### config.mk
export PLATFORM = sky130hd
export DESIGN_NAME = instruction_sequencer
export DESIGN_NICKNAME = d
export VERILOG_FILES = /design/src/rtl/instruction_sequencer_pkg.sv /design/src/rtl/instruction_sequencer_tensor_wait_timer.sv /design/src/rtl/instruction_sequencer.sv
export SDC_FILE = /design/constraint.sdc
export NUM_CORES = 1
export LEC_CHECK = 0
export BUFFER_PORTS_ARGS = -buffer_cell sky130_fd_sc_hd__buf_2
export CORE_ASPECT_RATIO = 0.7
export CORE_UTILIZATION = 30
export DETAILED_ROUTE_END_ITERATION = 16
export SYNTH_ARGS = -nofsm -noshare
export SYNTH_HDL_FRONTEND = slang
export SYNTH_SLANG_ARGS = --single-unit
### constraint.sdc
create_clock -name clock_in -period 2 [get_ports clock_in]
set_input_delay 0.2 -clock clock_in [delete_from_list [all_inputs] [get_ports clock_in]]
set_output_delay 0.2 -clock clock_in [all_outputs]
set_load 0.01 [all_outputs]
### src/rtl/instruction_sequencer_pkg.sv
// Shared constants and types for the program-memory instruction sequencer.
// Word sentinels, opcodes and the sequencer state encoding live here.
package instruction_sequencer_pkg;

    typedef enum logic [2:0] {
        IDLE,
        PRIME,
        RUN,
        WAIT_TENSOR,
        HALTED
    } sequencer_state_t;

    localparam logic [15:0] DEFAULT_HALT_WORD      = 16'hFFFF;
    localparam logic [15:0] DEFAULT_NOP_WORD       = 16'h9000;
    localparam logic [3:0]  NOP_OPCODE             = 4'b1001;
    localparam logic [3:0]  DEFAULT_OPERATE_OPCODE = 4'b0101;

    // Minimum number of cycles spent waiting on the tensor core.
    localparam int TENSOR_MIN_WAIT = 2;

endpackage

### src/rtl/instruction_sequencer_tensor_wait_timer.sv
// Qualifies tensor_core_done_in with a minimum wait so a stale done flag
// left over from a previous operation cannot end the wait early.
module tensor_wait_timer
    import instruction_sequencer_pkg::*;
#(
    parameter int MIN_WAIT = TENSOR_MIN_WAIT
) (
    input  logic clock_in,
    input  logic reset_n_in,
    input  logic waiting,
    input  logic tensor_core_done_in,
    output logic wait_over
);

    localparam int EW = $clog2(MIN_WAIT + 1);
    localparam logic [EW-1:0] MIN_ELAPSED = EW'(MIN_WAIT - 1);

    // Edges already spent waiting, saturating once the minimum is reached.
    logic [EW-1:0] elapsed;

    always_ff @(posedge clock_in or negedge reset_n_in) begin
        if (!reset_n_in) begin
            elapsed <= '0;
        end else if (!waiting) begin
            elapsed <= '0;
        end else if (elapsed != MIN_ELAPSED) begin
            elapsed <= elapsed + 1'b1;
        end
    end

    assign wait_over = waiting && (elapsed == MIN_ELAPSED) && tensor_core_done_in;

endmodule

### src/rtl/instruction_sequencer.sv
// Fetches words from a registered-read program memory and issues them to the
// cpu one per cycle, stalling on tensor-core operates and stopping on HALT_WORD.
module instruction_sequencer
    import instruction_sequencer_pkg::*;
#(
    parameter int                           ADDRESS_WIDTH     = 10,
    parameter int                           INSTRUCTION_WIDTH = 16,
    parameter logic [INSTRUCTION_WIDTH-1:0] HALT_WORD         = DEFAULT_HALT_WORD,
    parameter logic [INSTRUCTION_WIDTH-1:0] NOP_WORD          = DEFAULT_NOP_WORD,
    parameter logic [3:0]                   OPERATE_OPCODE    = DEFAULT_OPERATE_OPCODE
) (
    input  logic                         clock_in,
    input  logic                         reset_n_in,
    input  logic                         start_in,
    input  logic [ADDRESS_WIDTH-1:0]     start_address_in,
    output logic [ADDRESS_WIDTH-1:0]     memory_address_out,
    output logic                         memory_read_enable_out,
    input  logic [INSTRUCTION_WIDTH-1:0] memory_data_in,
    input  logic                         tensor_core_done_in,
    output logic [INSTRUCTION_WIDTH-1:0] current_instruction_out,
    output logic                         instruction_valid_out,
    output logic                         busy_out,
    output logic                         done_out,
    output logic                         error_out,
    output logic [ADDRESS_WIDTH:0]       instruction_count_out
);

    // pc carries one extra bit so stepping past the top address is visible
    // rather than silently wrapping to zero.
    localparam logic [ADDRESS_WIDTH:0] PC_PAST_END = {1'b1, {ADDRESS_WIDTH{1'b0}}};

    sequencer_state_t       state;
    logic [ADDRESS_WIDTH:0] pc;
    logic                   data_is_halt;
    logic                   data_is_operate;
    logic                   data_is_last;
    logic                   wait_over;

    assign memory_address_out = pc[ADDRESS_WIDTH-1:0];
    assign data_is_halt       = (memory_data_in == HALT_WORD);
    assign data_is_operate    = (memory_data_in[INSTRUCTION_WIDTH-1 -: 4] == OPERATE_OPCODE);
    // In RUN the data in hand belongs to pc-1, so this flags the top address.
    assign data_is_last       = (pc == PC_PAST_END);

    tensor_wait_timer #(
        .MIN_WAIT (TENSOR_MIN_WAIT)
    ) u_tensor_wait_timer (
        .clock_in            (clock_in),
        .reset_n_in          (reset_n_in),
        .waiting             (state == WAIT_TENSOR),
        .tensor_core_done_in (tensor_core_done_in),
        .wait_over           (wait_over)
    );

    always_ff @(posedge clock_in or negedge reset_n_in) begin
        if (!reset_n_in) begin
            state                   <= IDLE;
            pc                      <= '0;
            current_instruction_out <= NOP_WORD;
            instruction_valid_out   <= 1'b0;
            busy_out                <= 1'b0;
            done_out                <= 1'b0;
            error_out               <= 1'b0;
            instruction_count_out   <= '0;
            memory_read_enable_out  <= 1'b0;
        end else begin
            done_out                <= 1'b0;
            instruction_valid_out   <= 1'b0;
            current_instruction_out <= NOP_WORD;
            case (state)
                IDLE: begin
                    if (start_in) begin
                        pc                     <= {1'b0, start_address_in};
                        instruction_count_out  <= '0;
                        error_out              <= 1'b0;
                        busy_out               <= 1'b1;
                        memory_read_enable_out <= 1'b1;
                        state                  <= PRIME;
                    end
                end
                PRIME: begin
                    pc    <= pc + 1'b1;
                    state <= RUN;
                end
                RUN: begin
                    if (data_is_halt) begin
                        done_out               <= 1'b1;
                        busy_out               <= 1'b0;
                        memory_read_enable_out <= 1'b0;
                        state                  <= HALTED;
                    end else begin
                        current_instruction_out <= memory_data_in;
                        instruction_valid_out   <= 1'b1;
                        instruction_count_out   <= instruction_count_out + 1'b1;
                        if (data_is_last) begin
                            error_out              <= 1'b1;
                            done_out               <= 1'b1;
                            busy_out               <= 1'b0;
                            memory_read_enable_out <= 1'b0;
                            state                  <= HALTED;
                        end else if (data_is_operate) begin
                            // pc stays put so the stall keeps fetching the next word.
                            state <= WAIT_TENSOR;
                        end else begin
                            pc <= pc + 1'b1;
                        end
                    end
                end
                WAIT_TENSOR: begin
                    if (wait_over) begin
                        pc    <= pc + 1'b1;
                        state <= RUN;
                    end
                end
                HALTED: begin
                    if (!start_in) begin
                        state <= IDLE;
                    end
                end
                default: begin
                    state <= IDLE;
                end
            endcase
        end
    end

endmodule
==> results.md <==
- # rows: 27
- Syn Nets: 278
- Seq cells post-synth: 47
- CP top delay family: simple AND/OR/NAND/NOR gates
- Max Buffers Root-to-Sink: 2
- Full die area: between 8000 and 9000 um2
- Commonest non-fill, non-tap cell in the layout: buf_2
- Clock latency on the worst-skew pair: 0.29 ns
- Worst slew pin tran: about 0.9 ns
- Max_cap viols: 0
- GP Congestion: between 0.8 and 0.9
- Post-route DRC: 0
- # IOs: 72
- Yosys top cell area share: 45.5%
- Area leader, netlist: dfrtp_1
- Avg WL per Cell: 14.4 um
- Global route total overflow: 0
- Synth Instances: 244
- Initial core utilization: 31.2%
- Vias after detailed routing: 2002
- Via/cell ratio: 4.81
- Mux contribution to synthesized area: 0.404%
- 1st-iter DRT viols: between 100 and 150
- Adder-cell share of the synthesized area: 2.02%
- Fin crit period: 1.88 ns
- RSZ-0062 raised after global routing: no
- Critical path's largest stage delay: roughly 0.45 ns
- Total Wirelength: 6000 um
- Largest net degree at the start of global routing: 48
- Period utilisation layout: a little over nine tenths
- Simple-Gate Fraction of Synth Area: 22.6%
- # diodes: 0
- CTS Buf Count: 5
- Share of cells above drive strength 1: 36.5%
- Area grow syn2layout: 26.1%
- Vias in the first global route: roughly 1900
- Largest cells by area after synthesis: dfrtp_1, and2_1, buf_4, nor2_1, xnor2_1
- Antenna violations before repair: 0
- Post-synthesis sequential area ratio: 47.6%
- CTS tree: built
- Layout filler cell count: 778
- Clock Sinks: 47
- Commonest non-fill, non-tap cells in the layout: buf_2, dfrtp_1, nor2_1
- Final Max Tran Viols: 0
- Skew final: 0.00512 ns
- Dpl cell area: between 2000 and 3000 um2
- Clk slew on worst S/H paths: 0.06 ns
- Die width: 111 um
- Outcome: finished, final reports clean
- Hold Vio Cnt, Final: 0
- Remaining antenna violation count: 0
- Final core occ: ~39%
- Largest family of logic cells by synthesized area: simple AND/OR/NAND/NOR gates
- Yosys warns: 0
- F_max: 532 MHz
- TNS Setup: 0 ns
- Clock root cell: clkbuf_16
- Max FO, Critical Path: 10
- Distinct cells, synth: 50
- Post-synth design cell area: 2480 um2
- CTS HTree Levels: 2
- Finished Cell Area: 3120 um2
- CP Class: register to register
- CP Capture Type: register
- Hold crit path type: input port to register
- IO buf count: 71
- Worst Path Buf+Inv: 0
- Mapped Avg Cell Area: 10.2 um2
- CP required: approximately 2.2 ns
- Crit-path cells: nor4_1, a31oi_1, nor2_2, nor2_4, a32o_1
- Dpl hpwl: 4420 um
- Nets: 348
- Compound-Gate Fraction of Synth Area: 17.1%
- VDD IR max: 0.415 mV
- CP Launch Type: register
- Total GRT Usage: between 10% and 20%
- Synth Area in XOR/XNOR: 3.54%
- Global-route wire length before repair: a little under 10000 um
- Setup violators final: 0
- Leakage Power: 0.00146 uW
- Crit-path slowest cell: dfrtp_1
- CP Data Arrival Time: 2.06 ns
- Initial DRT Pass Iterations: 4
- Core Area: 7940 um2
- Chip height: 78.0 um
- Power density cells: 1440 nW/um2
- Relative slew slack: between 30 and 40%
## logic make-up after synthesis
| kind of cell | count (synthesis) |
|---|---|
| compound gates | 56 |
| xor+xnor | 10 |
| flops | 47 |
| fa+ha+maj | 4 |
| mux | 1 |
| buf+inv | 27 |
| simple gates | 99 |
## per-stage QoR
step | setup slack [ns] | hold slack [ns] | std cells | power, uW
after floorplan | 0.328 | -0.0956 | 244 | 2950
final | 0.120 | 0.134 | 416 | 4510
after global routing | 0.00434 | 0.122 | 416 | 4860
after global placement | 0.127 | 0.205 | 407 | 3490
after detailed placement | 0.103 | 0.207 | 407 | 3510
after CTS | 0.0863 | 0.126 | 416 | 4510
## power breakdown
part	switching, uW	leakage, uW	internal (uW)
logic	1150	0.000782	854
clock network	353	0.0000868	622
registers	264	0.000593	1260
## Yosys cell counts, drive strengths merged
cell type	count
dfrtp	45
a2bb2oi	4
xor2	1
buf	18
xnor2	9
o21bai	1
o21ai	11
o2111ai	1
nor4b	1
o22ai	2
a311oi	1
clkbuf	2
nand3b	3
nand3	9
and4	1
or2	2
a21boi	1
and3	3
or3	2
o211ai	1
nor4	3
a21oi	14
and2	17
ha	4
mux2i	1
a32o	1
dfstp	2
inv	7
and4bb	1
a221oi	1
a211oi	5
nand2	15
nand4	8
nor2	29
o2bb2ai	1
a21bo	1
nor3	5
a31oi	6
a2111oi	5
## state kept, by name, indices dropped and copies added (netlist names)
register	flops
error_out	1
current_instruction_out	16
state	3
instruction_count_out	11
done_out	1
busy_out	1
instruction_valid_out	1
pc	11
u_tensor_wait_timer.elapsed	2
## layer usage
| layer | part of all wire (%) | vias to the layer above | GRT usage (%) |
|---|---|---|---|
| li1 | - | 1004 | - |
| met1 | 52 | 946 | 22.1 |
| met2 | 42 | 47 | 19.5 |
| met3 | 5.5 | 5 | 4.32 |
| met4 | 0.43 | 0 | 4.00 |
| met5 | 0 | - | 0 |
## worst paths after layout
| kind | depth (start not counted) | from | slack [ns] | to |
|---|---|---|---|---|
| max | 5 | pc[4] | 0.12 | pc[10] |
| min | 2 | memory_data_in[0] | 0.13 | current_instruction_out[0] |
| max reg2reg | 5 | pc[4] | 0.12 | pc[10] |
| min in group asynchronous | 3 | reset_n_in | 0.43 | instruction_count_out[3] |
| max in group asynchronous | 3 | reset_n_in | 1.29 | current_instruction_out[12] |
| min reg2reg | 1 | pc[10] | 0.52 | pc[10] |
## cell type report
class	count	area, um2	share of cell area [%]
clock buffers	6	139	4.45
clock inverters	2	35.0	1.12
inverters	7	26.3	0.841
multi-input cells	170	1160	37.1
flip-flops and latches	47	1180	37.7
well taps	101	126	4.05
repair buffers	83	460	14.7
## repair_timing
action / 4_1_cts / 5_1_grt
hold buffers: 1 / 0
endpoints found under the hold margin: 45 / 0
gates resized for setup: 0 / 5
setup endpoints to repair: 0 / 9
setup buffers: 0 / 0
(Power assumes the default switching activity.)
